File: config.mk
export PLATFORM = sky130hd
export DESIGN_NAME = sigma_delta_adc_sequencer
export DESIGN_NICKNAME = d
export VERILOG_FILES = /design/src/rtl/sigma_delta_adc_sequencer.sv
export SDC_FILE = /design/constraint.sdc
export NUM_CORES = 1
export LEC_CHECK = 0
export CAP_MARGIN = 5
export CORE_UTILIZATION = 45
export CTS_CLUSTER_SIZE = 30
export DETAILED_ROUTE_END_ITERATION = 12
export HOLD_SLACK_MARGIN = 0.08
export PLACE_DENSITY_LB_ADDON = 0.12
export SLEW_MARGIN = 25
export SYNTH_ARGS = -nofsm -noshare
export SYNTH_HDL_FRONTEND = slang
export SYNTH_SLANG_ARGS = --single-unit
File: constraint.sdc
create_clock -name i_clk -period 2.7 [get_ports i_clk]
set_input_delay 0.54 -clock i_clk [delete_from_list [all_inputs] [get_ports i_clk]]
set_output_delay 0.54 -clock i_clk [all_outputs]
set_load 0.01 [all_outputs]
File: src/rtl/sigma_delta_adc_sequencer.sv
// rtl/sigma_delta_adc_sequencer.sv - time-multiplexes one sigma-delta ADC across NCH mux channels
// Per enabled channel: select mux, hold ADC in reset to settle, drop early samples, average, emit.
module sigma_delta_adc_sequencer #(
    parameter int NCH         = 4,
    parameter int WDTH        = 16,
    parameter int SETTLE_CLKS = 64,
    parameter int DISCARD     = 2,
    parameter int AVG_LOG2    = 2,
    localparam int CHW        = $clog2(NCH)
) (
    input  logic            i_clk,
    input  logic            i_rst,
    input  logic [NCH-1:0]  i_ch_mask,
    input  logic            i_scan_start,
    input  logic            i_cont_en,
    input  logic [WDTH-1:0] i_adc_s_data,
    input  logic            i_adc_valid,
    output logic            o_adc_rst,
    output logic [CHW-1:0]  o_mux_sel,
    output logic [WDTH-1:0] o_out_data,
    output logic [CHW-1:0]  o_out_ch,
    output logic            o_out_valid,
    output logic            o_scan_done,
    output logic            o_busy
);

    localparam int NAVG    = 1 << AVG_LOG2;
    localparam int AW      = WDTH + AVG_LOG2;
    localparam int MAX_A   = (SETTLE_CLKS > DISCARD) ? SETTLE_CLKS : DISCARD;
    localparam int CNT_MAX = (MAX_A > NAVG) ? MAX_A : NAVG;
    localparam int CW      = $clog2(CNT_MAX + 1);

    typedef enum logic [2:0] {
        S_IDLE,
        S_SETTLE,
        S_DISCARD,
        S_ACCUM,
        S_NEXT
    } state_t;

    state_t                r_state;
    logic [NCH-1:0]        r_mask;
    logic [CHW-1:0]        r_cur_ch;
    logic [CW-1:0]         r_cnt;
    logic signed [AW-1:0]  r_acc;

    logic signed [AW-1:0]  w_sample;
    logic signed [AW-1:0]  w_sum;
    logic [CHW-1:0]        w_low_ch;
    logic [CHW-1:0]        w_nxt_ch;
    logic                  w_nxt_found;

    assign w_sample = AW'($signed(i_adc_s_data));
    assign w_sum    = r_acc + w_sample;
    assign o_busy   = (r_state != S_IDLE);

    // Descending scans so the last hit is the lowest qualifying bit.
    always_comb begin
        w_low_ch    = '0;
        w_nxt_ch    = '0;
        w_nxt_found = 1'b0;
        for (int i = NCH - 1; i >= 0; i--) begin
            if (i_ch_mask[i]) begin
                w_low_ch = CHW'(i);
            end
            if (r_mask[i] && (i > int'(r_cur_ch))) begin
                w_nxt_ch    = CHW'(i);
                w_nxt_found = 1'b1;
            end
        end
    end

    always_ff @(posedge i_clk or posedge i_rst) begin
        if (i_rst) begin
            r_state     <= S_IDLE;
            r_mask      <= '0;
            r_cur_ch    <= '0;
            r_cnt       <= '0;
            r_acc       <= '0;
            o_adc_rst   <= 1'b1;
            o_mux_sel   <= '0;
            o_out_data  <= '0;
            o_out_ch    <= '0;
            o_out_valid <= 1'b0;
            o_scan_done <= 1'b0;
        end else begin
            o_out_valid <= 1'b0;
            o_scan_done <= 1'b0;
            case (r_state)
                S_IDLE: begin
                    o_adc_rst <= 1'b1;
                    if (i_scan_start && (|i_ch_mask)) begin
                        r_mask    <= i_ch_mask;
                        r_cur_ch  <= w_low_ch;
                        o_mux_sel <= w_low_ch;
                        r_cnt     <= '0;
                        r_state   <= S_SETTLE;
                    end
                end
                S_SETTLE: begin
                    if (r_cnt == CW'(SETTLE_CLKS - 1)) begin
                        r_cnt     <= '0;
                        r_acc     <= '0;
                        o_adc_rst <= 1'b0;
                        r_state   <= (DISCARD == 0) ? S_ACCUM : S_DISCARD;
                    end else begin
                        r_cnt <= r_cnt + CW'(1);
                    end
                end
                S_DISCARD: begin
                    if (i_adc_valid) begin
                        if (r_cnt == CW'(DISCARD - 1)) begin
                            r_cnt   <= '0;
                            r_state <= S_ACCUM;
                        end else begin
                            r_cnt <= r_cnt + CW'(1);
                        end
                    end
                end
                S_ACCUM: begin
                    if (i_adc_valid) begin
                        if (r_cnt == CW'(NAVG - 1)) begin
                            o_out_data  <= WDTH'(w_sum >>> AVG_LOG2);
                            o_out_ch    <= r_cur_ch;
                            o_out_valid <= 1'b1;
                            o_scan_done <= !w_nxt_found;
                            r_acc       <= '0;
                            r_cnt       <= '0;
                            r_state     <= S_NEXT;
                        end else begin
                            r_acc <= w_sum;
                            r_cnt <= r_cnt + CW'(1);
                        end
                    end
                end
                S_NEXT: begin
                    r_cnt <= '0;
                    if (w_nxt_found) begin
                        r_cur_ch  <= w_nxt_ch;
                        o_mux_sel <= w_nxt_ch;
                        o_adc_rst <= 1'b1;
                        r_state   <= S_SETTLE;
                    end else if (i_cont_en && (|i_ch_mask)) begin
                        r_mask    <= i_ch_mask;
                        r_cur_ch  <= w_low_ch;
                        o_mux_sel <= w_low_ch;
                        o_adc_rst <= 1'b1;
                        r_state   <= S_SETTLE;
                    end else begin
                        o_adc_rst <= 1'b1;
                        r_state   <= S_IDLE;
                    end
                end
                default: begin
                    o_adc_rst <= 1'b1;
                    r_state   <= S_IDLE;
                end
            endcase
        end
    end

endmodule

==> results summary <==
For this design, the CTS-stage hold fixing added 0 buffers. The number of standard cells after synthesis is 369. The proportion of synthesized flip-flops having asynchronous set or reset came out at 1.00. The share of total power in sequential cells is 0.312. At the end of routability-driven placement, the weighted congestion stood at 0.855. The biggest area contributor in the post-synthesis netlist is sky130_fd_sc_hd__dfrtp_1.

The number of nets with antenna violations after routing is 0. The number of nets produced by synthesis came out at 414. The remaining routing DRC violations is 0.

The effective utilization at floorplan came out at 0.478. After floorplanning, the core was sized to cover between 6000 and 7000 sq um. The TritonCTS buffer count came out at 5. The number of antenna violations at the first check in global routing is 0.

The die width came out at between 80 and 90 um. The insertion delay of the later-clocked pin in the worst-skew pair came out at roughly 0.31 ns. Internal power comes to roughly 2.5 mW. The kind of capture point of the worst setup path is a flip-flop. The number of input and output port buffers inserted came out at 48. The minimum clock period after layout is approximately 2.6 ns. The count of nets after finishing is 486.

The filler-free cell count of the finished design is around 540. The number of global-route vias before repair was approximately 2800. The post-route setup TNS came out at 0 ns.

The area growth from synthesis to layout is 27.6%. The worst ir drop on vdd is between 0.4 and 0.5 mV. The total track usage is 0.217.

The data required time at the worst endpoint came out at just under 3 ns. The actual transition at the worst max-transition pin came out at 0.516 ns. Yosys printed 0 warnings. Between clock sinks in the finished design, the worst skew comes to between 0.006 and 0.007 ns.

In the synthesized netlist the dominant register cell turns out to be sky130_fd_sc_hd__dfrtp_1. The net switching power figure is about 1.7 mW. For this block, the via count after detailed routing is 2955. TritonCTS built the clock tree.

The overall die height came out at just under 90 um. After synthesis the netlist holds a flip-flop and latch count of 54. At the placement stage, the worst setup path has a slack of -0.242 ns. The number of flops mapped to enable cells by yosys is 0. The share of layout cells above drive strength 1 came out at 0.147. The first routing iteration left 200 violations. The clock network fraction of design power came out at 0.132. The total number of H-tree levels is 2.

The floorplan step defined a die boundary enclosing 7730 sq um. The maximum number of pins on one net before global-route repair came out at 55. The count of placed standard cells including taps came out at 530. The run finished with clean final reports. In the layout the commonest cells are 53 x sky130_fd_sc_hd__dfrtp_1, 51 x sky130_fd_sc_hd__nand2_1, 48 x sky130_fd_sc_hd__clkdlybuf4s50_1, 35 x sky130_fd_sc_hd__buf_4. The length of the first detailed-routing pass in iterations is 5.

Once detailed placement completed, the half-perimeter wirelength came to just under 6 mm. For this run, the register share of the synthesized area comes to 0.407. The most common cell after layout, fill and taps aside is sky130_fd_sc_hd__dfrtp_1.

The wire length of the first global-routing pass came out at approximately 13 mm. For the worst setup path, the data arrival time is 2.84 ns. The number of hold violations in the final report came out at 0.

The fmax is 380 MHz. The count of filler cells inserted in the layout is between 600 and 700. The worst setup margin came out at slightly below 0.07 ns. The kind of launch point of the worst setup path is an input pin.

Dividing the detail-routed via count by the number of cells gives between 5 and 6. Of the total power, the share spent switching nets is 0.401. The combinational share of power is 0.556.

The count of endpoints failing setup in the final report came out at 0. The synthesized cell area is about 3300 sq um. After synthesis, the cell types taking the most area are sky130_fd_sc_hd__dfrtp_1 40%, sky130_fd_sc_hd__ha_1 7.2%, sky130_fd_sc_hd__nand2_1 5.8%.

The share of the clock period used by the worst path after layout is 0.974. The standby leakage power is between 1.5 and 2 nW. The post-detailed-route wirelength per cell came out at 14.6 um. The total I/O pin count came out at approximately 50.

The number of placement rows came out at 30. The post-synthesis average cell area is between 8 and 9 sq um. The root buffer selected by CTS is sky130_fd_sc_hd__clkbuf_8. Of the post-synthesis cell area, the dominant cell type holds 0.399. The total power divided by cell area came out at about 1000 nW/um^2.

The relative slew slack is 0.655. The total global routing overflow is 0. The maximum fanout along the worst path is 3. The max-slew violation total from the final report is 0.

The number of maximum-capacitance violations is 0. The clock-pin slew reported for the worst setup and hold paths after clock tree synthesis came out at roughly 0.1 ns. The path class of the tightest hold or removal check is reg2reg. The final wirelength came out at approximately 8 mm. The number of buffers between clock root and the deepest sink came out at 2.

The repair_antennas step left the layout with diodes totalling 0. The critical path class is in2reg. The total clock sinks is 54.

After synthesis, the netlist uses 59 different library cells.
-- layer usage --
layer  GRT usage  part of all wire  wire length, um
met2       0.364              0.48             3790
met5           0                 0                0
met1       0.286              0.47             3670
met3      0.0349             0.039              304
met4      0.0715             0.013              104
-- Yosys cell counts (6+ instances only) --
library cell / count
sky130_fd_sc_hd__mux2_2: 8
sky130_fd_sc_hd__xnor2_1: 8
sky130_fd_sc_hd__nand3_1: 9
sky130_fd_sc_hd__a21oi_1: 27
sky130_fd_sc_hd__ha_1: 19
sky130_fd_sc_hd__nand4_1: 9
sky130_fd_sc_hd__nand2_1: 51
sky130_fd_sc_hd__inv_1: 17
sky130_fd_sc_hd__nor2_1: 22
sky130_fd_sc_hd__a21o_1: 6
sky130_fd_sc_hd__dfrtp_1: 53
sky130_fd_sc_hd__clkbuf_1: 8
sky130_fd_sc_hd__buf_2: 7
sky130_fd_sc_hd__a22o_1: 11
sky130_fd_sc_hd__o21ai_0: 27
sky130_fd_sc_hd__nor3_1: 6
-- flip-flops by register name (all words and copies together) (netlist names) --
name,cells
r_cnt,7
r_mask,3
o_out_valid,1
o_scan_done,1
o_out_ch,2
o_adc_rst,1
r_cur_ch,2
r_state,3
o_out_data,16
r_acc,18
-- kinds of logic (layout without fill, tap and decap cells) --
logic type / Yosys count / in the layout / share of synthesized area
AOI/OAI and AO/OA: 112 / 112 / 0.222
xor gates and xnor gates: 13 / 13 / 0.0343
adders and majority gates: 20 / 20 / 0.0776
buffers and inverters: 37 / 110 / 0.0467
DFF: 54 / 54 / 0.407
muxes: 10 / 10 / 0.0332
and+or+nand+nor: 123 / 123 / 0.179
-- cell type report --
cell class | count | area, sq um | share of cell area
well taps | 96 | 120 | 0.0284
flip-flops and latches | 54 | 1350 | 0.319
inverters | 18 | 67.6 | 0.0159
clock inverters | 3 | 40.0 | 0.00945
multi-input cells | 278 | 1820 | 0.431
clock buffers | 5 | 68.8 | 0.0162
repair buffers | 84 | 763 | 0.180
-- metrics by stage --
stage	power [mW]	instance area, sq um	utilization	hold slack (ns)
floorplan	2.75	3320	-	0.454
global placement	3.52	4120	0.593	0.461
detailed placement	3.57	4120	0.593	0.469
CTS	4.14	4230	0.608	0.494
global route	4.48	4240	0.610	0.513
finish	4.14	4240	0.610	0.490
-- worst paths after layout --
path                                 start        endpoint  depth (start not counted)  slack, ns
hold reg to reg             o_out_data[11]  o_out_data[11]                          2       0.49
hold / removal              o_out_data[11]  o_out_data[11]                          2       0.49
max in group asynchronous            i_rst       o_adc_rst                          3       1.80
min in group asynchronous            i_rst        r_acc[0]                          3       0.58
setup reg to reg                  r_acc[1]       r_acc[15]                          8       0.36
setup / recovery           i_adc_s_data[1]       r_acc[15]                          9       0.07
-- power groups by stage --
stage	clock, mW	sequential [mW]	combinational (mW)
finish	0.546	1.29	2.30
global route	0.598	1.32	2.56
CTS	0.566	1.29	2.28
detailed placement	0	1.30	2.26
global placement	0	1.30	2.22
floorplan	0	1.26	1.49
-- worst max-delay path, stage by stage --
cell	delay [ns]
sky130_fd_sc_hd__clkdlybuf4s50_1	0.44
sky130_fd_sc_hd__ha_1	0.31
sky130_fd_sc_hd__a21o_1	0.20
sky130_fd_sc_hd__and4_4	0.21
sky130_fd_sc_hd__o2111ai_2	0.21
sky130_fd_sc_hd__a31o_1	0.21
sky130_fd_sc_hd__a21oi_1	0.09
sky130_fd_sc_hd__or3_1	0.38
sky130_fd_sc_hd__a32o_1	0.26
-- repair_timing --
action / CTS / global route
hold endpoints to repair: 0 / 0
endpoints found under the setup margin: 0 / 5
resized for setup: 0 / 2
buffers inserted: 0 / 0
No activity file was read; power rests on OpenSTA's default activity.
==> patch 1 (same settings) <==
Encoding of `state_t`: now one-hot (5 bits for 5 states).
--- a/src/rtl/sigma_delta_adc_sequencer.sv
+++ b/src/rtl/sigma_delta_adc_sequencer.sv
@@ -31,10 +31,10 @@
     localparam int CW      = $clog2(CNT_MAX + 1);
 
-    typedef enum logic [2:0] {
-        S_IDLE,
-        S_SETTLE,
-        S_DISCARD,
-        S_ACCUM,
-        S_NEXT
+    typedef enum logic [4:0] {
+        S_IDLE    = 5'b00001,
+        S_SETTLE  = 5'b00010,
+        S_DISCARD = 5'b00100,
+        S_ACCUM   = 5'b01000,
+        S_NEXT    = 5'b10000
     } state_t;
 
Formal check against the unedited RTL: same outputs for any inputs over 10 cycles, from zero or initial values and one cycle with i_rst high; not proved beyond that.
==> patch 1 against the original RTL <==
  * Power is 15% lower
  * Largest power group unchanged
  * Setup slack improved by 9.5 ps
  * Critical path type unchanged
  * Via count decreased by 0.30%
  * Sequential cell count grew 2
  * Area after synthesis rose by 4.0%
  * Combinational power decreased by 20%
  * Wire length down 0.24%
  * Register-to-register slack worse by 170 ps
  * Synthesized cell count decreased by 1.1%
  * Final area is 4.1% higher
==> patch 1: results (changes against the original RTL) <==
- The fraction of the mapped netlist area in adder cells is 0.07461 (was 0.07762).
- The class of the tightest hold or removal check is input port to async pin (was register to register).
- The total number of nets in the final design is 490 (was 486).
- The met3 track demand over resource is 0.02742 (was 0.03487).
- The per-cell via count in the routed design is 5.406 (was 5.493).
- The HPWL after detailed placement is 5923 um (was 5815 um).
- The peak supply drop is 0.0003055 V (was 0.0004245 V).
- The post-placement cell count was 535 (was 530).
- The net switching share of the total power is 0.4008 (was 0.4010).
- The endpoint of the worst register-to-register path is o_out_data[14] (was r_acc[15]).
- The number of cells traversed by the worst register-to-register path is 9 (was 8).
- The fraction of synthesized cell area in xor and xnor cells is 0.04817 (was 0.03429).
- The detailed route wirelength on metal2 came to 3779 um (was 3788 um).
- The global-route track usage on met1 is 0.2836 (was 0.2861).
- The aggregate routed wire length is 7846 um (was 7865 um).
- The average cell area after synthesis is 9.465 um2 (was 8.999 um2).
- The number of global-route vias before repair is 2785 (was 2797).
- Leading post-synthesis cells by instance count: sky130_fd_sc_hd__dfrtp_1 (54), sky130_fd_sc_hd__nand2_1 (52), sky130_fd_sc_hd__nor2_1 (27) (was sky130_fd_sc_hd__dfrtp_1 (53), sky130_fd_sc_hd__nand2_1 (51), sky130_fd_sc_hd__a21oi_1 (27), sky130_fd_sc_hd__o21ai_0 (27), sky130_fd_sc_hd__nor2_1 (22)).
- The wire length per cell is 14.40 um (was 14.62 um).
- The overall routing resource usage is 0.2120 (was 0.2170).
- The clock skew after layout is 12.23 ps (was 6.643 ps).
- The total leakage power was 2.114 nW (was 1.974 nW).
- The relative max-transition margin came to 0.7048 (was 0.6549).
- The number of nets produced by synthesis is 410 (was 414).
- The worst setup slack for register-to-register paths is 190 ps (was 360 ps).
- The mux share of post-synthesis cell area came to 0.04201 (was 0.03316).
- The fill cell total of the finished layout is 620 (was 615).
- The routed length on met1 is 3777 um (was 3667 um).
- The data arrival time of the critical path was 2810 ps (was 2840 ps).
- The power share of the sequential group was 0.343 (was 0.312).
- The highest net fanout along the worst path was 4 (was 3).
- The power density relative to cell area is 798.8 nW/um2 (was 977.3 nW/um2).
- Result of the run: completed (unchanged).
- The met3 wire length is 215 um (was 304 um).
- The sequential share of the synthesized area is 0.4064 (was 0.4073).
- The wire length of the first global-routing pass is 13180 um (was 12920 um).
- The ratio of cells with drive above 1 in the final layout came to 0.1726 (was 0.1471).
-- patch 1: stage by stage --
step                      utilization  cell area, um2  setup slack (ps)
after floorplan                     -            3458             33.89
after global placement         0.5824            4269            -448.7
after detailed placement       0.5824            4269            -475.6
after CTS                      0.5987            4389             7.014
after global routing           0.6018            4412            -51.31
final                          0.6018            4412             78.60
-- patch 1: layout make-up --
cell class	instances	area (um2)	share of cell area
timing repair buffer	82	750.7	0.1702
sequential	56	1404	0.3182
tap	99	123.9	0.02808
multi-input combinational	288	1998	0.4529
inverter	12	45.04	0.01021
clock buffer	8	90.09	0.02042
-- patch 1: timing repair --
action                                  CTS  global route
setup buffers                             1             1
resized for setup                         4             3
pin swaps                                 3            10
endpoints found under the setup margin    4             8
-- patch 1: worst register-to-register path: cells and delay by family, from the launching register on --
family	cells	cell delay, ps
DFF	1	390
AOI/OAI and AO/OA	4	820
and+or+nand+nor	3	650
adders and majority gates	2	590
-- patch 1: worst max-delay path by stage --
stage                                from              to  slack (ps)  depth (start not counted)
after floorplan           i_adc_s_data[0]  o_out_data[14]          30                          9
final                     i_adc_s_data[1]       r_acc[17]          80                          9
after global placement    i_adc_s_data[0]  o_out_data[14]        -450                         10
after CTS                 i_adc_s_data[1]       r_acc[17]           7                          9
after detailed placement  i_adc_s_data[0]  o_out_data[14]        -480                         10
after global routing      i_adc_s_data[1]       r_acc[17]         -50                          9
-- patch 1: cells by family after synthesis --
group,Yosys count
AOI/OAI and AO/OA,105
and+or+nand+nor,131
adders and majority gates,20
xor gates and xnor gates,19
buffers and inverters,21
muxes,13
DFF,56
==> patch 2 (same flow settings) <==
Made on the original files. The parameter `NCH` goes from 4 to 8.
--- a/src/rtl/sigma_delta_adc_sequencer.sv
+++ b/src/rtl/sigma_delta_adc_sequencer.sv
@@ -2,5 +2,5 @@
 // Per enabled channel: select mux, hold ADC in reset to settle, drop early samples, average, emit.
 module sigma_delta_adc_sequencer #(
-    parameter int NCH         = 4,
+    parameter int NCH         = 8,
     parameter int WDTH        = 16,
     parameter int SETTLE_CLKS = 64,
Ports: changed (resized i_ch_mask, o_mux_sel and o_out_ch); port bits go from 49 to 55. No check against the original RTL was run, so the function may have changed too.
==> patch 2 against the original RTL <==
  * Clock power rose by 48%
  * Power up 16%
  * Sequential cell count rose by 6
  * Maximum frequency fell by 0.49%
  * Final area rose by 12%
  * Wire length up 12%
  * Area after synthesis grew 8.3%
  * Final cell count increased by 9.5%
  * Clock skew grew 3.9 ps
  * First-iteration DRC count fell by 28%
  * Critical path type unchanged
  * Setup slack worse by 13 ps
  * Critical path depth rose by 1
==> patch 2: results (changes against the original RTL) <==
- Result of the run: completed (unchanged).
- The peak supply drop was 0.0005920 V (was 0.0004245 V).
- The number of detailed-route iterations in the first pass is 4 (was 5).
- The total number of nets in the final design was 532 (was 486).
- The number of buffers inserted during clock tree synthesis is 9 (was 5).
- The post-cts repair resize count is 1 (was 0).
- The multi-input gate share of total cell area came to 0.4246 (was 0.4306).
- The layout clock buffer count is 10 (was 5).
- Leading post-synthesis cells by instance count: sky130_fd_sc_hd__nand2_1 (61), sky130_fd_sc_hd__dfrtp_1 (59), sky130_fd_sc_hd__nor2_1 (28) (was sky130_fd_sc_hd__dfrtp_1 (53), sky130_fd_sc_hd__nand2_1 (51), sky130_fd_sc_hd__a21oi_1 (27), sky130_fd_sc_hd__o21ai_0 (27), sky130_fd_sc_hd__nor2_1 (22)).
- The DRC violation total after the first TritonRoute iteration is 144 (was 200).
- The HPWL after detailed placement is 6309 um (was 5815 um).
- The power of the clock network is 0.000806 W (was 0.000546 W).
- Top flop regs: r_acc x18, o_out_data x16 (was r_acc x18, o_out_data x16, r_cnt x7).
- The relative area of clock buffers and inverters in the final design is 0.03992 (was 0.02569).
- The fraction of area in non-clock buffers came to 0.1791 (was 0.1802).
- The placer's final routability congestion estimate is 0.8886 (was 0.8547).
- The H-tree depth is 3 (was 2).
- The multi-input combinational cell count came to 299 (was 278).
- The global-route track usage on met1 is 0.2995 (was 0.2861).
- The overall routing resource usage is 0.2287 (was 0.2170).
- The total leakage power came to 2.243 nW (was 1.974 nW).
- The sequential share of the synthesized area is 0.4180 (was 0.4073).
- The clock skew after layout is 10.50 ps (was 6.643 ps).
- The ratio of cells with drive above 1 in the final layout came to 0.1889 (was 0.1471).
- The count of non-CTS buffers in the layout is 95 (was 84).
- The sequential fraction of total cell area is 0.3154 (was 0.3193).
- The wire length per cell came to 14.96 um (was 14.62 um).
- The number of flip-flops and latches came to 60 (was 54).
- The met3 track demand over resource was 0.05444 (was 0.03487).
- The power density relative to cell area is 1011 nW/um2 (was 977.3 nW/um2).
- The number of nets produced by synthesis is 436 (was 414).
- The clock transition at the register clock pins on the worst setup and hold paths after CTS is 70 ps (was 100 ps).
- The wire length of the first global-routing pass was 14810 um (was 12920 um).
- The post-placement cell count is 574 (was 530).
- The average cell area after synthesis was 9.289 um2 (was 8.999 um2).
patch 2: final timing paths:
| check | start | to | slack, ps | cells past startpoint |
|---|---|---|---|---|
| setup / recovery | i_adc_s_data[1] | o_out_data[14] | 60 | 10 |
| setup reg to reg | r_acc[0] | o_out_data[14] | 180 | 10 |
| hold reg to reg | o_out_data[8] | o_out_data[8] | 480 | 2 |
| max in group asynchronous | i_rst | o_adc_rst | 1740 | 3 |
| min in group asynchronous | i_rst | r_acc[0] | 560 | 3 |
| hold / removal | o_out_data[8] | o_out_data[8] | 480 | 2 |
patch 2: cell families (layout without fill, tap and decap cells):
| group | after synthesis | in the layout | share of synthesized area |
|---|---|---|---|
| muxes | 17 | 17 | 0.05291 |
| adders and majority gates | 20 | 20 | 0.07170 |
| buffers and inverters | 28 | 128 | 0.03063 |
| xor gates and xnor gates | 10 | 10 | 0.02436 |
| AOI/OAI and AO/OA | 113 | 113 | 0.2189 |
| and+or+nand+nor | 139 | 139 | 0.1834 |
| DFF | 60 | 60 | 0.4180 |
patch 2: per-stage QoR:
step | setup WS [ps] | setup TNS, ps | instance area [um2]
final | 56.11 | 0 | 4765
after global routing | -4.297 | -4.297 | 4765
after CTS | 42.95 | 0 | 4723
after detailed placement | -413.9 | -2950 | 4528
after global placement | -380.3 | -2499 | 4528
after floorplan | 214.5 | 0 | 3595
patch 2: tightest hold or removal path: stages, from the launching register on:
cell and delay (ps):
sky130_fd_sc_hd__dfrtp_1 340, sky130_fd_sc_hd__nand2_1 50, sky130_fd_sc_hd__nand2_1 60
patch 2: layer usage:
layer,vias to the layer above,part of all wire
met3,16,0.044
li1,1592,-
met1,1506,0.47
met2,88,0.47
met4,0,0.020
met5,-,0
